[config.mk]
export PLATFORM = sky130hd
export DESIGN_NAME = ring_seq_monitor
export DESIGN_NICKNAME = d
export VERILOG_FILES = /design/src/rtl/ring_pkg.sv /design/src/rtl/ring_seq_monitor_decoder.sv /design/src/rtl/ring_seq_monitor.sv
export SDC_FILE = /design/constraint.sdc
export NUM_CORES = 1
export LEC_CHECK = 0
export CORE_MARGIN = 3
export CORE_UTILIZATION = 54
export CTS_BUF_LIST = sky130_fd_sc_hd__clkbuf_16
export DETAILED_ROUTE_END_ITERATION = 6
export GPL_TIMING_DRIVEN = 1
export PLACE_DENSITY = 0.81
export SYNTH_ARGS = -nofsm -noshare
export SYNTH_HDL_FRONTEND = slang
export SYNTH_SLANG_ARGS = --single-unit
[constraint.sdc]
create_clock -name i_clock -period 2.2 [get_ports i_clock]
set_input_delay 0.22 -clock i_clock [delete_from_list [all_inputs] [get_ports i_clock]]
set_output_delay 0.22 -clock i_clock [all_outputs]
set_load 0.005 [all_outputs]
[src/rtl/ring_pkg.sv]
// Shared constants, types and helpers for the one-hot ring sequence monitor.
// Helpers work on a MAX_W-wide container so any ring width up to MAX_W can reuse them.
package ring_pkg;

  localparam int RING_W = 4;
  localparam int PH_W   = $clog2(RING_W);
  localparam int MAX_W  = 32;
  localparam int IDX_W  = $clog2(MAX_W);

  typedef struct packed {
    logic [IDX_W-1:0] idx;
    logic             legal;
  } onehot_res_t;

  typedef enum logic [1:0] {
    SEQ_NONE = 2'd0,
    SEQ_ADV  = 2'd1,
    SEQ_HOLD = 2'd2,
    SEQ_ERR  = 2'd3
  } seq_kind_e;

  // Expected successor of a one-hot word inside a ring of 'width' bits; dir=1 rotates left.
  function automatic logic [MAX_W-1:0] rotate_next(input logic [MAX_W-1:0] word,
                                                   input int unsigned      width,
                                                   input logic             dir);
    logic [MAX_W-1:0] mask;
    if (width >= MAX_W) mask = '1;
    else                mask = (MAX_W'(1) << width) - MAX_W'(1);
    if (dir) return ((word << 1) | (word >> (width - 1))) & mask;
    else     return ((word >> 1) | (word << (width - 1))) & mask;
  endfunction

  function automatic onehot_res_t onehot_to_idx(input logic [MAX_W-1:0] word);
    onehot_res_t res;
    int unsigned cnt;
    res = '0;
    cnt = 0;
    for (int i = 0; i < MAX_W; i++) begin
      if (word[i]) begin
        cnt     = cnt + 1;
        res.idx = IDX_W'(i);
      end
    end
    res.legal = (cnt == 1);
    return res;
  endfunction

endpackage

[src/rtl/ring_seq_monitor_decoder.sv]
// Combinational one-hot decoder: binary index of the set bit plus a popcount==1 legality flag.
module ring_onehot_decoder
  import ring_pkg::*;
#(
  parameter int WIDTH = RING_W
) (
  input  logic [WIDTH-1:0]         i_word,
  output logic [$clog2(WIDTH)-1:0] o_idx,
  output logic                     o_legal
);

  localparam int PW = $clog2(WIDTH);

  onehot_res_t w_res;

  always_comb w_res = onehot_to_idx(MAX_W'(i_word));

  assign o_idx   = PW'(w_res.idx);
  assign o_legal = w_res.legal;

endmodule

[src/rtl/ring_seq_monitor.sv]
// Monitors a one-hot ring counter: decodes the phase, checks legality, rotation order and
// stuck state, counts revolutions. Every output reflects the sample taken at the previous edge.
module ring_seq_monitor
  import ring_pkg::*;
#(
  parameter int WIDTH       = RING_W,
  parameter int SHIFT_LEFT  = 1,
  parameter int STUCK_LIMIT = 3,
  parameter int REV_W       = 8
) (
  input  logic                     i_clock,
  input  logic                     i_reset,
  input  logic [WIDTH-1:0]         i_ring_in,
  input  logic                     i_clear_err,
  output logic [$clog2(WIDTH)-1:0] o_phase_idx,
  output logic                     o_phase_valid,
  output logic [REV_W-1:0]         o_rev_count,
  output logic                     o_err_onehot,
  output logic                     o_err_seq,
  output logic                     o_err_stuck,
  output logic                     o_fault
);

  localparam int PW = $clog2(WIDTH);
  localparam int SW = $clog2(STUCK_LIMIT + 1);
  localparam logic [PW-1:0] WRAP_IDX  = (SHIFT_LEFT != 0) ? '0 : PW'(WIDTH - 1);
  localparam logic [SW-1:0] STUCK_MAX = SW'(STUCK_LIMIT);

  logic [WIDTH-1:0] r_prev;
  logic             r_prev_legal;
  logic             r_primed;
  logic [SW-1:0]    r_stuck_cnt;
  logic [REV_W-1:0] r_rev;
  logic [PW-1:0]    r_phase_idx;
  logic             r_phase_valid;
  logic             r_err_onehot;
  logic             r_err_seq;
  logic             r_err_stuck;
  logic             r_fault;

  logic [PW-1:0]    w_cur_idx;
  logic             w_cur_legal;
  logic             w_checked;
  seq_kind_e        w_kind;
  logic [SW-1:0]    w_stuck_nxt;
  logic             w_stuck_hit;
  logic             w_rev_inc;
  logic             w_eoh_nxt;
  logic             w_eseq_nxt;
  logic             w_estk_nxt;

  ring_onehot_decoder #(.WIDTH(WIDTH)) u_dec (
    .i_word  (i_ring_in),
    .o_idx   (w_cur_idx),
    .o_legal (w_cur_legal)
  );

  // Only a legal sample following a legal, primed sample is compared; anything else re-primes.
  assign w_checked = r_primed & r_prev_legal & w_cur_legal;

  always_comb begin
    w_kind = SEQ_NONE;
    if (w_checked) begin
      if (MAX_W'(i_ring_in) == rotate_next(MAX_W'(r_prev), WIDTH, SHIFT_LEFT != 0))
        w_kind = SEQ_ADV;
      else if (i_ring_in == r_prev)
        w_kind = SEQ_HOLD;
      else
        w_kind = SEQ_ERR;
    end
  end

  always_comb begin
    w_stuck_nxt = r_stuck_cnt;
    w_stuck_hit = 1'b0;
    if (!w_cur_legal) begin
      w_stuck_nxt = '0;
    end else if (w_kind == SEQ_HOLD) begin
      if (r_stuck_cnt < STUCK_MAX) begin
        w_stuck_nxt = r_stuck_cnt + 1'b1;
        w_stuck_hit = (w_stuck_nxt == STUCK_MAX);
      end
    end else begin
      w_stuck_nxt = SW'(1);
    end
  end

  assign w_rev_inc  = (w_kind == SEQ_ADV) && (w_cur_idx == WRAP_IDX);
  // A new error in the same cycle as a clear keeps the flag set.
  assign w_eoh_nxt  = ~w_cur_legal         | (r_err_onehot & ~i_clear_err);
  assign w_eseq_nxt = (w_kind == SEQ_ERR)  | (r_err_seq    & ~i_clear_err);
  assign w_estk_nxt = w_stuck_hit          | (r_err_stuck  & ~i_clear_err);

  always_ff @(posedge i_clock or posedge i_reset) begin
    if (i_reset) begin
      r_prev        <= '0;
      r_prev_legal  <= 1'b0;
      r_primed      <= 1'b0;
      r_stuck_cnt   <= '0;
      r_rev         <= '0;
      r_phase_idx   <= '0;
      r_phase_valid <= 1'b0;
      r_err_onehot  <= 1'b0;
      r_err_seq     <= 1'b0;
      r_err_stuck   <= 1'b0;
      r_fault       <= 1'b0;
    end else begin
      r_prev        <= i_ring_in;
      r_prev_legal  <= w_cur_legal;
      r_primed      <= 1'b1;
      r_stuck_cnt   <= w_stuck_nxt;
      if (w_rev_inc) r_rev <= r_rev + 1'b1;
      if (w_cur_legal) r_phase_idx <= w_cur_idx;
      r_phase_valid <= w_cur_legal;
      r_err_onehot  <= w_eoh_nxt;
      r_err_seq     <= w_eseq_nxt;
      r_err_stuck   <= w_estk_nxt;
      r_fault       <= w_eoh_nxt | w_eseq_nxt | w_estk_nxt;
    end
  end

  assign o_phase_idx   = r_phase_idx;
  assign o_phase_valid = r_phase_valid;
  assign o_rev_count   = r_rev;
  assign o_err_onehot  = r_err_onehot;
  assign o_err_seq     = r_err_seq;
  assign o_err_stuck   = r_err_stuck;
  assign o_fault       = r_fault;

endmodule
Word level (Yosys, flattened, before mapping) --
Index checks and enable logic that the tools add are counted.
Word-level totals: register bits 22, word-level logic and storage cells 58
Cells by class: add/sub/neg operators 5, muxes and demuxes 18, reduce and logical (&&, ||, !) cells 2, equal/unequal tests 8, bitwise operators 14, magnitude comparators 1
Operators by type and width (number):
- 32-bit 2-to-1 mux | 5
- 32-bit by 1-bit adder with 32-bit output, second input constant | 2
- 5-bit by 32-bit bitwise AND with 32-bit output | 1
- 32-bit by 1-bit equality test with 1-bit output, second input constant | 1
- 4-bit by 32-bit equality test with 1-bit output | 1
- 2-bit 2-to-1 mux | 7
- 8-bit by 1-bit adder with 8-bit output, second input constant | 1
- 2-bit equality test, second input constant | 3
- 1-bit 2-to-1 mux | 6
- 1-bit bitwise AND | 5
- 1-bit bitwise OR | 5
- 5-bit by 1-bit bitwise OR with 5-bit output | 1
- 4-bit equality test | 1
- 3-bit by 2-bit inequality test with 1-bit output, second input constant | 1
- 1-bit by 1-bit adder with 2-bit output, second input constant | 1
- 2-bit by 1-bit adder with 2-bit output, second input constant | 1
- 2-bit by 1-bit equality test with 1-bit output, second input constant | 1
- 2-bit logical NOT | 1
- 2-bit less-than comparator, second input constant | 1
- 1-bit NOT | 2
- 1-bit logical AND | 1

Logic depth before layout (Yosys ltp) --
word-level depth 20, gate-level depth with buffers 9, depth with buffers taken out 9

Modules after synthesis --
A second synthesis with hierarchy kept.
Unflattened totals: cell total of the unflattened synthesis 101, area total of the unflattened synthesis 1149.9 um^2
By module, submodules not included:
- ring_seq_monitor | times used 1, cells an instance 86, area each 1032.2 um^2, sequential area each 550.5 um^2
- ring_onehot_decoder | times used 1, cells an instance 15, area each 117.6 um^2, sequential area each 0.0 um^2

Least setup slack after synthesis --
No wires, ideal clock.
path type input to register, start point in i_ring_in[1], end point reg r_phase_idx[0] (netlist: o_phase_idx[0]), buffers on the path 0, library setup time 0.125 ns, stages 9, arrival time 2.183 ns, path slack -0.108 ns, path through inv_1 -> ha_1 -> xor2_1 -> ha_1 -> or4_1 -> o21ai_0 -> o31ai_2 -> inv_2 -> mux2_4
Between the ends: longest elaborated chain between the ends 6, elaborated cells on any way between the ends 9, classes of those cells add/sub (2); eq/ne (1); mux (6)
Ends and longest elaborated chain:
- start: declaration | line ring_seq_monitor.sv:13 | input logic [WIDTH-1:0] i_ring_in,
- 32-bit 2-to-1 mux (*) | line ring_pkg.sv:39 | if (word[i]) begin
- 32-bit by 1-bit adder with 32-bit output | line ring_pkg.sv:40 | cnt = cnt + 1;
- 32-bit 2-to-1 mux (*) | line ring_pkg.sv:39
- 32-bit by 1-bit adder with 32-bit output | line ring_pkg.sv:40
- 32-bit 2-to-1 mux (*) | line ring_pkg.sv:39
- 32-bit by 1-bit equality test with 1-bit output (*) | line ring_pkg.sv:44 | res.legal = (cnt == 1);
- via u_dec.o_legal | line ring_seq_monitor_decoder.sv:9 | output logic o_legal
- end signal: assignment | line ring_seq_monitor.sv:113 | if (w_cur_legal) r_phase_idx <= w_cur_idx;
- end: declaration | line ring_seq_monitor.sv:34 | logic [PW-1:0] r_phase_idx;
The timed path passes the listed nets; every way through them passes the cells marked *. A chain may end at the register's enable or synchronous reset.

Worst setup path after layout --
start point in i_ring_in[0], end point reg r_err_stuck (netlist: o_err_stuck)
Between the ends: longest elaborated chain between the ends 14, elaborated cells on any way between the ends 18, classes of those cells add/sub (3); eq/ne (4); mux (9); bitwise (2)
Ends and longest elaborated chain:
- 1-bit 2-to-1 mux (*) | line ring_pkg.sv:39
- 1-bit by 1-bit adder with 2-bit output | line ring_pkg.sv:40
- 32-bit 2-to-1 mux (*) | line ring_pkg.sv:39
- 32-bit by 1-bit adder with 32-bit output | line ring_pkg.sv:40
- 32-bit 2-to-1 mux (*) | line ring_pkg.sv:39
- 32-bit by 1-bit adder with 32-bit output | line ring_pkg.sv:40
- 32-bit 2-to-1 mux (*) | line ring_pkg.sv:39
- 32-bit by 1-bit equality test with 1-bit output (*) | line ring_pkg.sv:44
- via u_dec.o_legal | line ring_seq_monitor_decoder.sv:9
- 1-bit bitwise AND | line ring_seq_monitor.sv:59 | assign w_checked = r_primed & r_prev_legal & w_cur_legal;
- 2-bit 2-to-1 mux | line ring_seq_monitor.sv:63 | if (w_checked) begin
- 2-bit equality test | line ring_seq_monitor.sv:78 | end else if (w_kind == SEQ_HOLD) begin
- 1-bit 2-to-1 mux | line ring_seq_monitor.sv:78
- 1-bit 2-to-1 mux (*) | line ring_seq_monitor.sv:76 | if (!w_cur_legal) begin
- 1-bit bitwise OR (*) | line ring_seq_monitor.sv:92 | assign w_estk_nxt = w_stuck_hit | (r_err_stuck & ~i_clear_err);
- via w_estk_nxt | line ring_seq_monitor.sv:50 | logic w_estk_nxt;
- end signal: assignment | line ring_seq_monitor.sv:117 | r_err_stuck <= w_estk_nxt;
- end: declaration | line ring_seq_monitor.sv:38 | logic r_err_stuck;
Marked as above.

==> metrics.yaml <==
power:
  intPower_mw: 0.908
  powerDensity_nw_per_um2: 719
  pwr-share-clk: 0.427
  swShare: 0.229
  combPwrFrac: 0.187
  power.switching_mw: 0.270
  leakage_nw: 0.781
  irDropWorstVdd_uv: 534
  seqPwrFrac: 0.386
  total_power_mw: 1.18
sta:
  finalCritPeriodShare: 0.964
  skew_ns: 0.00155
  fin_crit_ns: 2.12
  rsz0062_at_grt: "no"
  drv_slew: 0
  fmax_ghz: 0.471
  hold_slack_ns: 0.223
  setup-violations-final: 0
  hold_violations: 0
  tns_ns: 0
global_routing:
  antenna_found_initial: 0
  grt_pass1_wl_um: 4330
  gr-total-overflow: 0
  grt_pass1_vias: 948
  track_usage: 0.214
  grt_max_degree: 23
run:
  drv_cap: 0
die:
  pin_count: 22
  rows: 16
  die_area_um2: 2770
  initial_utilization: 0.587
  die_y_um: 52.7
  core_um2: 2000
  die_x_um: 52.7
critical_path:
  startpoint_type: "input port"
  critical-path-slowest-cell: "ha_1"
  arrival_ns: 2.26
  cp-endpoint: "o_err_stuck$_DFF_PP0_"
  worstSetupPathType: "in2reg"
  r2r_end: "o_rev_count[5]$_DFFE_PP0P_"
  critical_path.cell_chain: "clkdlybuf4s15_2, inv_2, ha_4, xor2_1, ha_1, nand4b_1, o21ai_4, o31ai_4, inv_2, buf_4, a32o_1"
  timing.rr.start: "r_prev[0]$_DFF_PP0_"
  path_common_cell: "inv_2"
  endpoint_kind: "flop"
  crit_required_ns: 2.34
  reg2regPathDepth: 4
  slowest_delay_ns: 0.34
  crit_start: "i_ring_in[0]"
  r2r_slack_ns: 0.53
  worst-path-max-fanout: 6
final_layout:
  drive_gt1_frac: 0.234
  num-fill-cells: 118
  layoutNonFillerInstCount: 168
  design_area_um2: 1640
  finalNetCount: 155
  diodes: 0
  register_area_um2: 551
  areaGrowthSynthToFinish_pct: 39.5
  multi_input_area_um2: 611
place:
  io_buffers: 21
  placed_area_um2: 1510
  dp_cells: 164
  dp_hpwl_um: 1760
  gp_congestion: 0.802
cts:
  htree_levels: 1
  path_clk_slew_ns: 0.06
  clk-insertion-delay-late_ns: 0.25
  cts_buffers: 3
  cts_num_sinks: 22
  root_buffer: "clkbuf_16"
  clk_path_buf_depth: 2
  tritoncts: "built"
yosys:
  postSynthCellCount: 104
  synth-edff-count: 0
  synthTopCellsByCount: "dfrtp_1 (22), xor2_1 (13), inv_1 (7)"
  yosysUniqueCellTypes: 37
  syn_area_per_cell_um2: 11.3
  synth_seq_cells: 22
  synth_top_area_frac: 0.468
  synthFlopType: "dfrtp_1"
  synth_nets: 117
  synthArstFlopShare: 1.00
  ys_seq_area_frac: 0.468
  synthesis.area_um2: 1180
  yosys.area.top_type: "dfrtp_1"
  yosys_warnings: 0
  ys_top_cells_by_area: "dfrtp_1 (47%), xor2_1 (9.7%), ha_1 (6.4%), nor4_1 (3.2%), xnor2_1 (3.0%)"
  yosysMostFrequentCell: "dfrtp_1"
route:
  drt_drc_violations_left: 0
  post_drt_wl_per_cell_um: 17.0
  drt_pass1_iterations: 4
  via_per_inst: 5.74
  drt_iter0_drc: 17
  ant_nets: 0
  vias: 965
  drt-total-wl_um: 2850
min_path:
  hold_class: "in2reg"
status:
  outcome: "complete, no violations"
[cell type report]
cell class | count | share of cell area
Clock inverter | 1 | 0.0183
Sequential cell | 22 | 0.336
Timing Repair Buffer | 35 | 0.189
Clock buffer | 3 | 0.0458
Tap cell | 27 | 0.0206
Multi-Input combinational cell | 72 | 0.372
Inverter | 8 | 0.0183
[placed cells by master, fill, tap and decap left out, drive strengths merged, types with 2 or more instances in the layout]
cell           netlist  routed
xnor2                4       4
nor4                 6       6
clkbuf               0       4
dfrtp               22      22
clkdlybuf4s50        0      18
a21oi                3       3
ha                   6       6
nand3                3       3
nand4                4       4
a211oi               2       2
o21ai                3       3
inv                  8       8
xor2                13      13
buf                  2      14
nor2                 2       2
mux2                 2       2
and3                 2       2
nand2                5       5
[logic make-up after synthesis]
family | share of synthesized area
adder cells (fa/ha/maj) | 0.0638
XOR/XNOR | 0.127
buffers and inverters | 0.0479
AND/OR/NAND/NOR | 0.160
AO/OA/AOI/OAI | 0.0968
flip-flops | 0.468
other | 0.00319
multiplexers | 0.0340
[state kept, by name, indices dropped and copies added (netlist names)]
signal and count:
r_prev 4, o_rev_count 8, o_err_stuck 1, r_stuck_cnt 2
o_phase_idx 2, o_err_onehot 1, o_fault 1, o_err_seq 1
o_phase_valid 1, r_primed 1
[critical path: cells and delay by family]
kind | cells | cell delay [ns]
AO/OA/AOI/OAI | 3 | 0.61
adder cells (fa/ha/maj) | 2 | 0.58
buffers and inverters | 4 | 0.52
AND/OR/NAND/NOR | 1 | 0.18
XOR/XNOR | 1 | 0.14
[metal layers]
layer  part of all wire  track usage
met1               0.43        0.270
met2               0.51        0.362
met3              0.044       0.0342
met4              0.014       0.0894
met5                  0            0
[per-stage QoR]
stage / setup WS (ns) / util
final: 0.0788 / 0.819
after CTS: 0.0104 / 0.808
after floorplan: 0.000306 / -
after detailed placement: -0.601 / 0.755
after global placement: -0.497 / 0.755
after global routing: 0.00949 / 0.819
[what timing repair did]
| action | CTS | global route |
|---|---|---|
| resized for setup | 9 | 6 |
| buffers inserted | 0 | 0 |
| hold buffers | 0 | 0 |
| endpoints found under the setup margin | 10 | 7 |
| pin swaps | 1 | 2 |
[power groups by stage]
stage	logic [mW]	registers, mW	clock network [mW]
after floorplan	0.104	0.458	0
after global placement	0.191	0.458	0
after detailed placement	0.200	0.460	0
after CTS	0.206	0.453	0.510
after global routing	0.239	0.457	0.529
final	0.221	0.455	0.503
[worst min path at each step]
stage                                          start                         end  slack [ns]  depth (start not counted)
final                                   i_ring_in[0]         r_prev[0]$_DFF_PP0_        0.22                          1
after global routing                    i_ring_in[0]         r_prev[0]$_DFF_PP0_        0.22                          1
after CTS                               i_ring_in[0]         r_prev[0]$_DFF_PP0_        0.22                          1
after detailed placement  o_rev_count[7]$_DFFE_PP0P_  o_rev_count[7]$_DFFE_PP0P_        0.46                          1
after global placement    o_rev_count[7]$_DFFE_PP0P_  o_rev_count[7]$_DFFE_PP0P_        0.46                          1
after floorplan                              i_reset      o_err_onehot$_DFF_PP0_        0.21                          1
No activity file was read; power rests on OpenSTA's default activity.
